<file path="src/rtl/mem_i_d_arbiter_if.sv">
// mem_i_d_arbiter_if
//   Requester-side bundle for the unified instruction/data BRAM arbiter.
//   Three ports share one memory:
//     d_* : CPU data port (load/store)
//     i_* : CPU instruction-fetch port (read-only)
//     v_* : video/IO polling port (read-only)
//   Each port has:
//     x_req   : level request, held until x_ack
//     x_addr  : word address
//     x_ack   : combinational accept in the grant cycle
//     x_rdy   : one-cycle completion pulse in the cycle after x_ack
//     x_rdata : read data, valid while x_rdy is high after a read
//   The data port additionally carries d_we and d_wdata.
//   modport master : requester view
//   modport slave  : arbiter view
interface mem_i_d_arbiter_if #(
  parameter int ADDR_W = 13,
  parameter int DATA_W = 32
);
  logic              d_req;
  logic              d_we;
  logic [ADDR_W-1:0] d_addr;
  logic [DATA_W-1:0] d_wdata;
  logic              d_ack;
  logic              d_rdy;
  logic [DATA_W-1:0] d_rdata;

  logic              i_req;
  logic [ADDR_W-1:0] i_addr;
  logic              i_ack;
  logic              i_rdy;
  logic [DATA_W-1:0] i_rdata;

  logic              v_req;
  logic [ADDR_W-1:0] v_addr;
  logic              v_ack;
  logic              v_rdy;
  logic [DATA_W-1:0] v_rdata;

  modport master (
    output d_req, d_we, d_addr, d_wdata,
    input  d_ack, d_rdy, d_rdata,
    output i_req, i_addr,
    input  i_ack, i_rdy, i_rdata,
    output v_req, v_addr,
    input  v_ack, v_rdy, v_rdata
  );

  modport slave (
    input  d_req, d_we, d_addr, d_wdata,
    output d_ack, d_rdy, d_rdata,
    input  i_req, i_addr,
    output i_ack, i_rdy, i_rdata,
    input  v_req, v_addr,
    output v_ack, v_rdy, v_rdata
  );
endinterface

</file>
<file path="src/rtl/mem_i_d_arbiter.sv">
// mem_i_d_arbiter
//   Shares a single-port 8Kx32 BRAM (one-cycle registered read) between the
//   CPU data port, the CPU fetch port and a read-only video/IO port. At most
//   one access is issued per cycle; the grant is acked combinationally and the
//   matching rdy pulses in the following cycle. Data beats fetch, fetch beats
//   video, except that video jumps to the top once it has lost STARVE_MAX
//   consecutive cycles.
// Ports:
//   clk, rst : clock and asynchronous active-high reset
//   bus      : requester bundle (mem_i_d_arbiter_if.slave)
//   mem_we   : BRAM write enable
//   mem_addr : BRAM address (zero when nothing is granted)
//   mem_din  : BRAM write data (always the data port's write data)
//   mem_dout : BRAM read data, passed straight to every x_rdata
module mem_i_d_arbiter #(
  parameter int ADDR_W     = 13,
  parameter int DATA_W     = 32,
  parameter int STARVE_MAX = 8
) (
  input  logic              clk,
  input  logic              rst,
  mem_i_d_arbiter_if.slave  bus,
  output logic              mem_we,
  output logic [ADDR_W-1:0] mem_addr,
  output logic [DATA_W-1:0] mem_din,
  input  logic [DATA_W-1:0] mem_dout
);

  // Tag of the access issued last cycle; decides which rdy pulses now.
  typedef enum logic [2:0] {
    TAG_IDLE = 3'd0,
    TAG_D_RD = 3'd1,
    TAG_D_WR = 3'd2,
    TAG_I_RD = 3'd3,
    TAG_V_RD = 3'd4
  } tag_e;

  typedef enum logic [1:0] {
    GNT_NONE = 2'd0,
    GNT_D    = 2'd1,
    GNT_I    = 2'd2,
    GNT_V    = 2'd3
  } gnt_e;

  localparam logic [7:0] STARVE_LIM = 8'(STARVE_MAX);

  tag_e       tag_q;
  tag_e       tag_d;
  logic [7:0] starve_cnt_q;
  logic [7:0] starve_cnt_d;
  gnt_e       gnt_s;
  logic       v_urgent_s;

  // Grant selection: a starved video port pre-empts the fixed priority order.
  // While rst is high nothing is granted, so acks and mem_we stay low.
  always_comb begin
    gnt_s      = GNT_NONE;
    v_urgent_s = bus.v_req && (starve_cnt_q == STARVE_LIM);
    if (rst) begin
      gnt_s = GNT_NONE;
    end else if (v_urgent_s) begin
      gnt_s = GNT_V;
    end else if (bus.d_req) begin
      gnt_s = GNT_D;
    end else if (bus.i_req) begin
      gnt_s = GNT_I;
    end else if (bus.v_req) begin
      gnt_s = GNT_V;
    end else begin
      gnt_s = GNT_NONE;
    end
  end

  // Acks and memory drive for the granted port.
  always_comb begin
    bus.d_ack = 1'b0;
    bus.i_ack = 1'b0;
    bus.v_ack = 1'b0;
    mem_we    = 1'b0;
    mem_addr  = {ADDR_W{1'b0}};
    case (gnt_s)
      GNT_D: begin
        bus.d_ack = 1'b1;
        mem_we    = bus.d_we;
        mem_addr  = bus.d_addr;
      end
      GNT_I: begin
        bus.i_ack = 1'b1;
        mem_addr  = bus.i_addr;
      end
      GNT_V: begin
        bus.v_ack = 1'b1;
        mem_addr  = bus.v_addr;
      end
      default: begin
        mem_we   = 1'b0;
        mem_addr = {ADDR_W{1'b0}};
      end
    endcase
  end

  assign mem_din = bus.d_wdata;

  // Next tag and starvation count derived from this cycle's grant.
  always_comb begin
    tag_d        = TAG_IDLE;
    starve_cnt_d = starve_cnt_q;
    case (gnt_s)
      GNT_D:   tag_d = bus.d_we ? TAG_D_WR : TAG_D_RD;
      GNT_I:   tag_d = TAG_I_RD;
      GNT_V:   tag_d = TAG_V_RD;
      default: tag_d = TAG_IDLE;
    endcase
    if (!bus.v_req || (gnt_s == GNT_V)) begin
      starve_cnt_d = 8'd0;
    end else if (starve_cnt_q >= STARVE_LIM) begin
      starve_cnt_d = STARVE_LIM;
    end else begin
      starve_cnt_d = starve_cnt_q + 8'd1;
    end
  end

  // State registers; the async clear drops any in-flight completion.
  always_ff @(posedge clk or posedge rst) begin
    if (rst) begin
      tag_q        <= TAG_IDLE;
      starve_cnt_q <= 8'd0;
    end else begin
      tag_q        <= tag_d;
      starve_cnt_q <= starve_cnt_d;
    end
  end

  // Completion decode: rdy comes straight off the tag register, and read data
  // is the BRAM's registered output passed through to every port.
  always_comb begin
    bus.d_rdy   = (tag_q == TAG_D_RD) || (tag_q == TAG_D_WR);
    bus.i_rdy   = (tag_q == TAG_I_RD);
    bus.v_rdy   = (tag_q == TAG_V_RD);
    bus.d_rdata = mem_dout;
    bus.i_rdata = mem_dout;
    bus.v_rdata = mem_dout;
  end

endmodule

</file>
<file path="src/flat_wrapper.sv">
// flat-port wrapper written by rule: the top's interface ports become plain ports
module mem_i_d_arbiter_flat 
#(
  parameter int ADDR_W     = 13,
  parameter int DATA_W     = 32,
  parameter int STARVE_MAX = 8
)
  (clk, rst, mem_we, mem_addr, mem_din, mem_dout, bus_d_req, bus_d_we, bus_d_addr, bus_d_wdata, bus_d_ack, bus_d_rdy, bus_d_rdata, bus_i_req, bus_i_addr, bus_i_ack, bus_i_rdy, bus_i_rdata, bus_v_req, bus_v_addr, bus_v_ack, bus_v_rdy, bus_v_rdata);
  mem_i_d_arbiter_if #(.ADDR_W(ADDR_W), .DATA_W(DATA_W)) bus_i ();
  input  logic clk;
  input  logic rst;
  output logic mem_we;
  output logic [ADDR_W-1:0] mem_addr;
  output logic [DATA_W-1:0] mem_din;
  input  logic [DATA_W-1:0] mem_dout;
  input wire logic [$bits(bus_i.d_req)-1:0] bus_d_req;
  input wire logic [$bits(bus_i.d_we)-1:0] bus_d_we;
  input wire logic [$bits(bus_i.d_addr)-1:0] bus_d_addr;
  input wire logic [$bits(bus_i.d_wdata)-1:0] bus_d_wdata;
  output wire logic [$bits(bus_i.d_ack)-1:0] bus_d_ack;
  output wire logic [$bits(bus_i.d_rdy)-1:0] bus_d_rdy;
  output wire logic [$bits(bus_i.d_rdata)-1:0] bus_d_rdata;
  input wire logic [$bits(bus_i.i_req)-1:0] bus_i_req;
  input wire logic [$bits(bus_i.i_addr)-1:0] bus_i_addr;
  output wire logic [$bits(bus_i.i_ack)-1:0] bus_i_ack;
  output wire logic [$bits(bus_i.i_rdy)-1:0] bus_i_rdy;
  output wire logic [$bits(bus_i.i_rdata)-1:0] bus_i_rdata;
  input wire logic [$bits(bus_i.v_req)-1:0] bus_v_req;
  input wire logic [$bits(bus_i.v_addr)-1:0] bus_v_addr;
  output wire logic [$bits(bus_i.v_ack)-1:0] bus_v_ack;
  output wire logic [$bits(bus_i.v_rdy)-1:0] bus_v_rdy;
  output wire logic [$bits(bus_i.v_rdata)-1:0] bus_v_rdata;
  assign bus_i.d_req = bus_d_req;
  assign bus_i.d_we = bus_d_we;
  assign bus_i.d_addr = bus_d_addr;
  assign bus_i.d_wdata = bus_d_wdata;
  assign bus_d_ack = bus_i.d_ack;
  assign bus_d_rdy = bus_i.d_rdy;
  assign bus_d_rdata = bus_i.d_rdata;
  assign bus_i.i_req = bus_i_req;
  assign bus_i.i_addr = bus_i_addr;
  assign bus_i_ack = bus_i.i_ack;
  assign bus_i_rdy = bus_i.i_rdy;
  assign bus_i_rdata = bus_i.i_rdata;
  assign bus_i.v_req = bus_v_req;
  assign bus_i.v_addr = bus_v_addr;
  assign bus_v_ack = bus_i.v_ack;
  assign bus_v_rdy = bus_i.v_rdy;
  assign bus_v_rdata = bus_i.v_rdata;
  mem_i_d_arbiter #(.ADDR_W(ADDR_W), .DATA_W(DATA_W), .STARVE_MAX(STARVE_MAX)) u_core (.clk(clk), .rst(rst), .bus(bus_i), .mem_we(mem_we), .mem_addr(mem_addr), .mem_din(mem_din), .mem_dout(mem_dout));
endmodule
</file>
<file path="config.mk">
export PLATFORM = sky130hd
export DESIGN_NAME = mem_i_d_arbiter_flat
export DESIGN_NICKNAME = d
export VERILOG_FILES = /design/src/rtl/mem_i_d_arbiter_if.sv /design/src/rtl/mem_i_d_arbiter.sv /design/src/flat_wrapper.sv
export SDC_FILE = /design/constraint.sdc
export NUM_CORES = 1
export LEC_CHECK = 0
export ABC_AREA = 0
export ABC_CLOCK_PERIOD_IN_PS = 1850
export CAP_MARGIN = 20
export CORE_AREA = 2 2 100 102
export CTS_BUF_LIST = sky130_fd_sc_hd__clkbuf_16
export CTS_CLUSTER_DIAMETER = 40
export DETAILED_ROUTE_END_ITERATION = 7
export DIE_AREA = 0 0 102 104
export PLACE_DENSITY = 0.69
export SYNTH_ARGS = -nofsm -noshare
export SYNTH_HDL_FRONTEND = slang
export SYNTH_SLANG_ARGS = --single-unit
</file>
<file path="constraint.sdc">
create_clock -name clk -period 1.85 [get_ports clk]
set_input_delay 0.37 -clock clk [delete_from_list [all_inputs] [get_ports clk]]
set_output_delay 0.37 -clock clk [all_outputs]
set_load 0.01 [all_outputs]
</file>
==> results.md <==
- CTS tree: built
- Seq/Total Area, Yosys: 15.02%
- Final WL: around 4700 um
- Worst R2R Path Depth: 6
- Drt wl/cell: 14.70 um
- Largest net degree at the start of global routing: 17
- Final Wtd Congestion: 0.7417
- WP data arrival: between 2000 and 2500 ps
- Fraction of registers with async set/reset: 100.0%
- Initial antenna violation count: 0
- Final Hold Viols: 0
- Synthesized area: about 1800 um2
- Share of cells above drive strength 1: a little under two fifths
- CTS Sinks: 11
- Final period utilization: 131.1%
- Crit Path Category: reg2out
- Vias: 1201
- Cell Pwr Density: 458.5 nW/um2
- Worst-path clk slew: 40 ps
- Synth Flop Type: dfrtp_1
- Slowest Stage Delay on Critical Path: approximately 590 ps
- Initial core utilization: 19.20%
- Post-synth EDFFs: 0
- Clock skew: 4.329 ps
- Worst Setup End Kind: output port
- Antenna viol nets, final: 0
- Final Worst Setup Slack: -575.1 ps
- IO Pins: ~260
- Cell Chain, Critical Path: or4_4, buf_6, a2bb2oi_4, buf_12, o32ai_4, buf_2
- Yosys warnings: 0
- Critical path fanouts, max: 5
- Vias per std cell: 3.718
- Startpoint types: flop
- Cell count after synthesis: 221
- I/O Buffers: between 60 and 70
- Total track usage: 8.694%
- Worst slack, placed: -915.5 ps
- Clock Tree Root: clkbuf_16
- Leading area contributor after synthesis: buf_4
- Hold WC Path Type: in2reg
- Synth unique cells: 28
- Worst-Skew Late Latency: 240 ps
- Num CTS Buffers: 3
- Worst Hold Depth: 3
- Min Tclk post-route: 2425 ps
- Outcome: finished with violations
- Area growth from synthesis to layout: 17.75%
- Fmax: 0.4124 GHz
- # DRC: 0
- Area contributors post-synth: buf_4, dfrtp_1, o32ai_2
- Failing checks: negative setup slack
- Yosys reg bits: 11
- Leakage: 0.8951 nW
- Fillers: between 1000 and 1500
- Unrepaired setup endpoints after global routing: yes
- DPL Wire Length: 3334 um
- Die area: roughly 11000 um2
- Die Y-Extent: 104 um
- DRT Pass-1 Iters: 4
- Row Count: 36
- Peak supply drop: 0.2134 mV
- Overflow after GRT: 0
- First-pass GRT wire length: 7272 um
- Die Span X: 102 um
- # setup viols final: 17
- NumNets Final: between 300 and 400
- Vias in the first global route: approximately 1300
- Ant. Diodes: 0
- Max Cap Viol: 0
- Max Transition Viols Final: 0
- DR iter-0 viols: 39
- H-tree levels: 1
- Clock Tree Buf Depth: 2
- Pwr Total: 0.9895 mW
- Syn Area/Cell: slightly above 8 um2
- Core ar.: 9549 um2
- Worst EP required: 1480 ps
- Yosys top cell area share: 52.83%
- Critical Path Slowest Stage Cell: or4_4
==> cell families (layout without fill, tap and decap cells) <==
group | after synthesis | count (layout) | synth area share (%)
compound gates | 32 | 33 | 17.75
simple gates | 20 | 20 | 6.416
buf+inv | 153 | 118 | 58.29
other cells | 1 | 4 | 0.2046
fa+ha+maj | 2 | 2 | 1.365
xor+xnor | 2 | 2 | 0.9558
flops | 11 | 11 | 15.02
==> cell type report <==
type                    count  area, um2  share of cell area, %
repair buffers             96      882.1                  40.87
multi-input cells          61      686.9                  31.83
flip-flops and latches     11      275.3                  12.75
well taps                 133      166.4                  7.710
clock buffers               3      75.07                  3.478
inverters                  18      67.56                  3.130
clock inverters             1      5.005                 0.2319
==> metal layers <==
| metal | GRT usage [%] | vias up | part of all wire (%) |
|---|---|---|---|
| li1 | - | 532 | - |
| met1 | 8.555 | 560 | 32 |
| met2 | 15.32 | 67 | 52 |
| met3 | 3.024 | 42 | 9.7 |
| met4 | 5.238 | 0 | 5.8 |
| met5 | 0 | - | 0 |
==> worst paths after layout <==
| check | slack [ps] | from | endpoint |
|---|---|---|---|
| max | -580 | u_core.starve_cnt_q[4]$_DFF_PP0_ | mem_addr[11] |
| min | 590 | bus_v_req | u_core.starve_cnt_q[3]$_DFF_PP0_ |
| max reg2reg | 160 | u_core.starve_cnt_q[4]$_DFF_PP0_ | u_core.tag_q[1]$_DFF_PP0_ |
| min reg2reg | 600 | u_core.starve_cnt_q[2]$_DFF_PP0_ | u_core.starve_cnt_q[2]$_DFF_PP0_ |
| max in group asynchronous | 710 | rst | u_core.tag_q[2]$_DFF_PP0_ |
| min in group asynchronous | 850 | rst | u_core.starve_cnt_q[5]$_DFF_PP0_ |
==> power breakdown <==
| part | switching, mW | total, mW | internal (mW) | leakage, nW |
|---|---|---|---|---|
| registers | 0.00550 | 0.257 | 0.251 | 0.140 |
| clock network | 0.110 | 0.396 | 0.286 | 0.0409 |
| logic | 0.139 | 0.337 | 0.197 | 0.714 |
==> synthesized netlist by cell type (2+ instances only) <==
cell type / count
o32ai_2: 9
buf_2: 2
buf_4: 129
nor2b_1: 2
dfrtp_1: 11
nor2_1: 9
inv_1: 18
ha_1: 2
xnor2_1: 2
a22oi_1: 13
a21oi_1: 2
o32ai_1: 4
clkbuf_1: 2
nor3b_1: 2
==> state kept, by name (all words and copies together) (netlist names) <==
register	cells
u_core.starve_cnt_q	8
u_core.tag_q	3
==> cells in the final DEF, fill, tap and decap left out, drive strengths merged <==
master	netlist	routed
a2bb2oi	1	2
a21oi	2	2
a22oi	13	13
o31ai	1	1
clkdlybuf4s50	0	46
ha	2	2
clkbuf	2	4
conb	1	4
nor2	10	10
nor2b	2	2
nand2	1	1
nand4b	1	1
clkinv	0	1
xnor2	2	2
or4	1	1
dfrtp	11	11
or3	1	1
o211a	1	1
nor3b	3	3
and2b	1	1
o32ai	13	13
buf	133	48
dlymetal6s2s	0	1
a311o	1	1
inv	18	18
==> what timing repair did <==
action | 4_1_cts | 5_1_grt
gates cloned | 2 | 0
setup endpoints to repair | 17 | 17
pin swaps | 6 | 3
resized for setup | 83 | 5
setup buffers | 14 | 2
hold buffers | 0 | 0
==> through the flow <==
step	cell area, um2	hold slack (ps)	util, %	TNS (ps)	std cells
floorplan	1981	450.7	-	-394.3	224
global placement	1907	522.8	19.97	-14160	302
detailed placement	1907	534.2	19.97	-14770	302
CTS	2167	544.2	22.69	-8421	322
global route	2158	588.7	22.60	-9443	323
finish	2158	594.7	22.60	-8246	323
==> critical path, delay by kind of cell (launching register included) <==
family	cells	cell delay, ps
flip-flops	1	360
buffers and inverters	3	490
AO/OA/AOI/OAI	2	380
AND/OR/NAND/NOR	1	590
(Power assumes the default switching activity.)
==> edit: new RTL, same settings <==
`ADDR_W` is set to 13 in 3 places; all go to 15.
--- a/src/rtl/mem_i_d_arbiter_if.sv
+++ b/src/rtl/mem_i_d_arbiter_if.sv
@@ -14,7 +14,7 @@
 //   modport master : requester view
 //   modport slave  : arbiter view
 interface mem_i_d_arbiter_if #(
-  parameter int ADDR_W = 13,
+  parameter int ADDR_W = 15,
   parameter int DATA_W = 32
 );
   logic              d_req;
--- a/src/rtl/mem_i_d_arbiter.sv
+++ b/src/rtl/mem_i_d_arbiter.sv
@@ -13,7 +13,7 @@
 //   mem_din  : BRAM write data (always the data port's write data)
 //   mem_dout : BRAM read data, passed straight to every x_rdata
 module mem_i_d_arbiter #(
-  parameter int ADDR_W     = 13,
+  parameter int ADDR_W     = 15,
   parameter int DATA_W     = 32,
   parameter int STARVE_MAX = 8
 ) (
--- a/src/flat_wrapper.sv
+++ b/src/flat_wrapper.sv
@@ -1,7 +1,7 @@
 // flat-port wrapper written by rule: the top's interface ports become plain ports
 module mem_i_d_arbiter_flat 
 #(
-  parameter int ADDR_W     = 13,
+  parameter int ADDR_W     = 15,
   parameter int DATA_W     = 32,
   parameter int STARVE_MAX = 8
 )
Interface: changed (resized bus_d_addr, bus_i_addr, bus_v_addr and mem_addr); port bits go from 257 to 265. No check against the original RTL was run, so the function may have changed too.
==> edit against the original RTL <==
- clock skew fell by 1.9 ps
- routed wire length rose by 1.6%
- total power rose by 5.2%
- critical path type unchanged
- hold slack got worse by 59 ps
- combinational power rose by 18%
- die area did not move
- setup slack improved by 120 ps
- utilization fell by 0.24 points
- the run still ends with setup timing left
- critical endpoint is now mem_addr[10]
- synthesized area rose by 0.96%
- global-route usage barely moved
- cell area fell by 1.0%
- sequential cell count did not move
==> edit: results (changes against the original RTL) <==
stage,metric,value,unit,change
synthesis,sequential share of the synthesized area,0.149,,-0.00142
setup_path,Critical Path AT,1940,ps,-120 ps
detailed_routing,via/cell ratio,3.86,,+3.8%
global_routing,vias in the first global route,1358,,+0.82%
placed_design,routability cong.,0.739,,-0.35%
power,Peak VDD IR,251,µV,+18%
hold_path,hold wc startpoint,u_core.starve_cnt_q[0],,
hold_path,worst hold path depth,2,,-1
setup_path,worst flop-to-flop path startpoint,u_core.starve_cnt_q[5],,
timing,final setup vio count,19,,+2
hold_path,Worst Hold Endpoint,u_core.starve_cnt_q[0],,
detailed_routing,drt pass-1 iters,2,,-2
power,Clk power,0.386,mW,-3%
setup_path,CP max stage delay,570,ps,-20 ps
synthesis,Synth Instances,229,,+3.6%
power,P_leak,0.848,nW,-5.2%
global_routing,first-pass GRT wire length,7.16,mm,-1.6%
run_status,failing checks,setup timing,,
cells_and_area,layout cell share with drive strength beyond 1,0.328,,-0.0507
run_status,status,finished with violations,,
setup_path,worst r2r path cells,4,,-2
timing,Clock Skews,2.44,ps,-1.89 ps
global_routing,GRT Total Usage,0.0873,,+0.000387
hold_path,Hold Crit Class,reg2reg,,
timing,worst setup margin,-458,ps,+117 ps
synthesis,Post-synth top cells,"130 x buf_4, 18 x nand2_1, 15 x a22oi_1",,
-- edit: logic make-up after synthesis --
group | share of synthesized area
xor+xnor | 0.00947
other cells | 0.00203
simple gates | 0.0913
flops | 0.149
compound gates | 0.170
fa+ha+maj | 0.0135
buf+inv | 0.565
-- edit: metal layers --
metal,part of all wire,global-route usage,routed length (µm)
met5,0,0,0
met4,0.074,0.0724,356
met3,0.12,0.0370,580
met1,0.33,0.0896,1600
met2,0.47,0.135,2280
-- edit: cell type report --
class | count | area share
clock inverters | 1 | 0.00176
clock buffers | 3 | 0.0351
flip-flops and latches | 11 | 0.129
repair buffers | 95 | 0.435
inverters | 6 | 0.0105
multi-input cells | 79 | 0.311
well taps | 133 | 0.0779
-- edit: stage by stage --
step                total power, mW  instance area (µm²)
finish                         1.04                 2140
global route                   1.10                 2140
CTS                            1.05                 2100
detailed placement            0.635                 1980
global placement              0.630                 1980
floorplan                     0.699                 1940
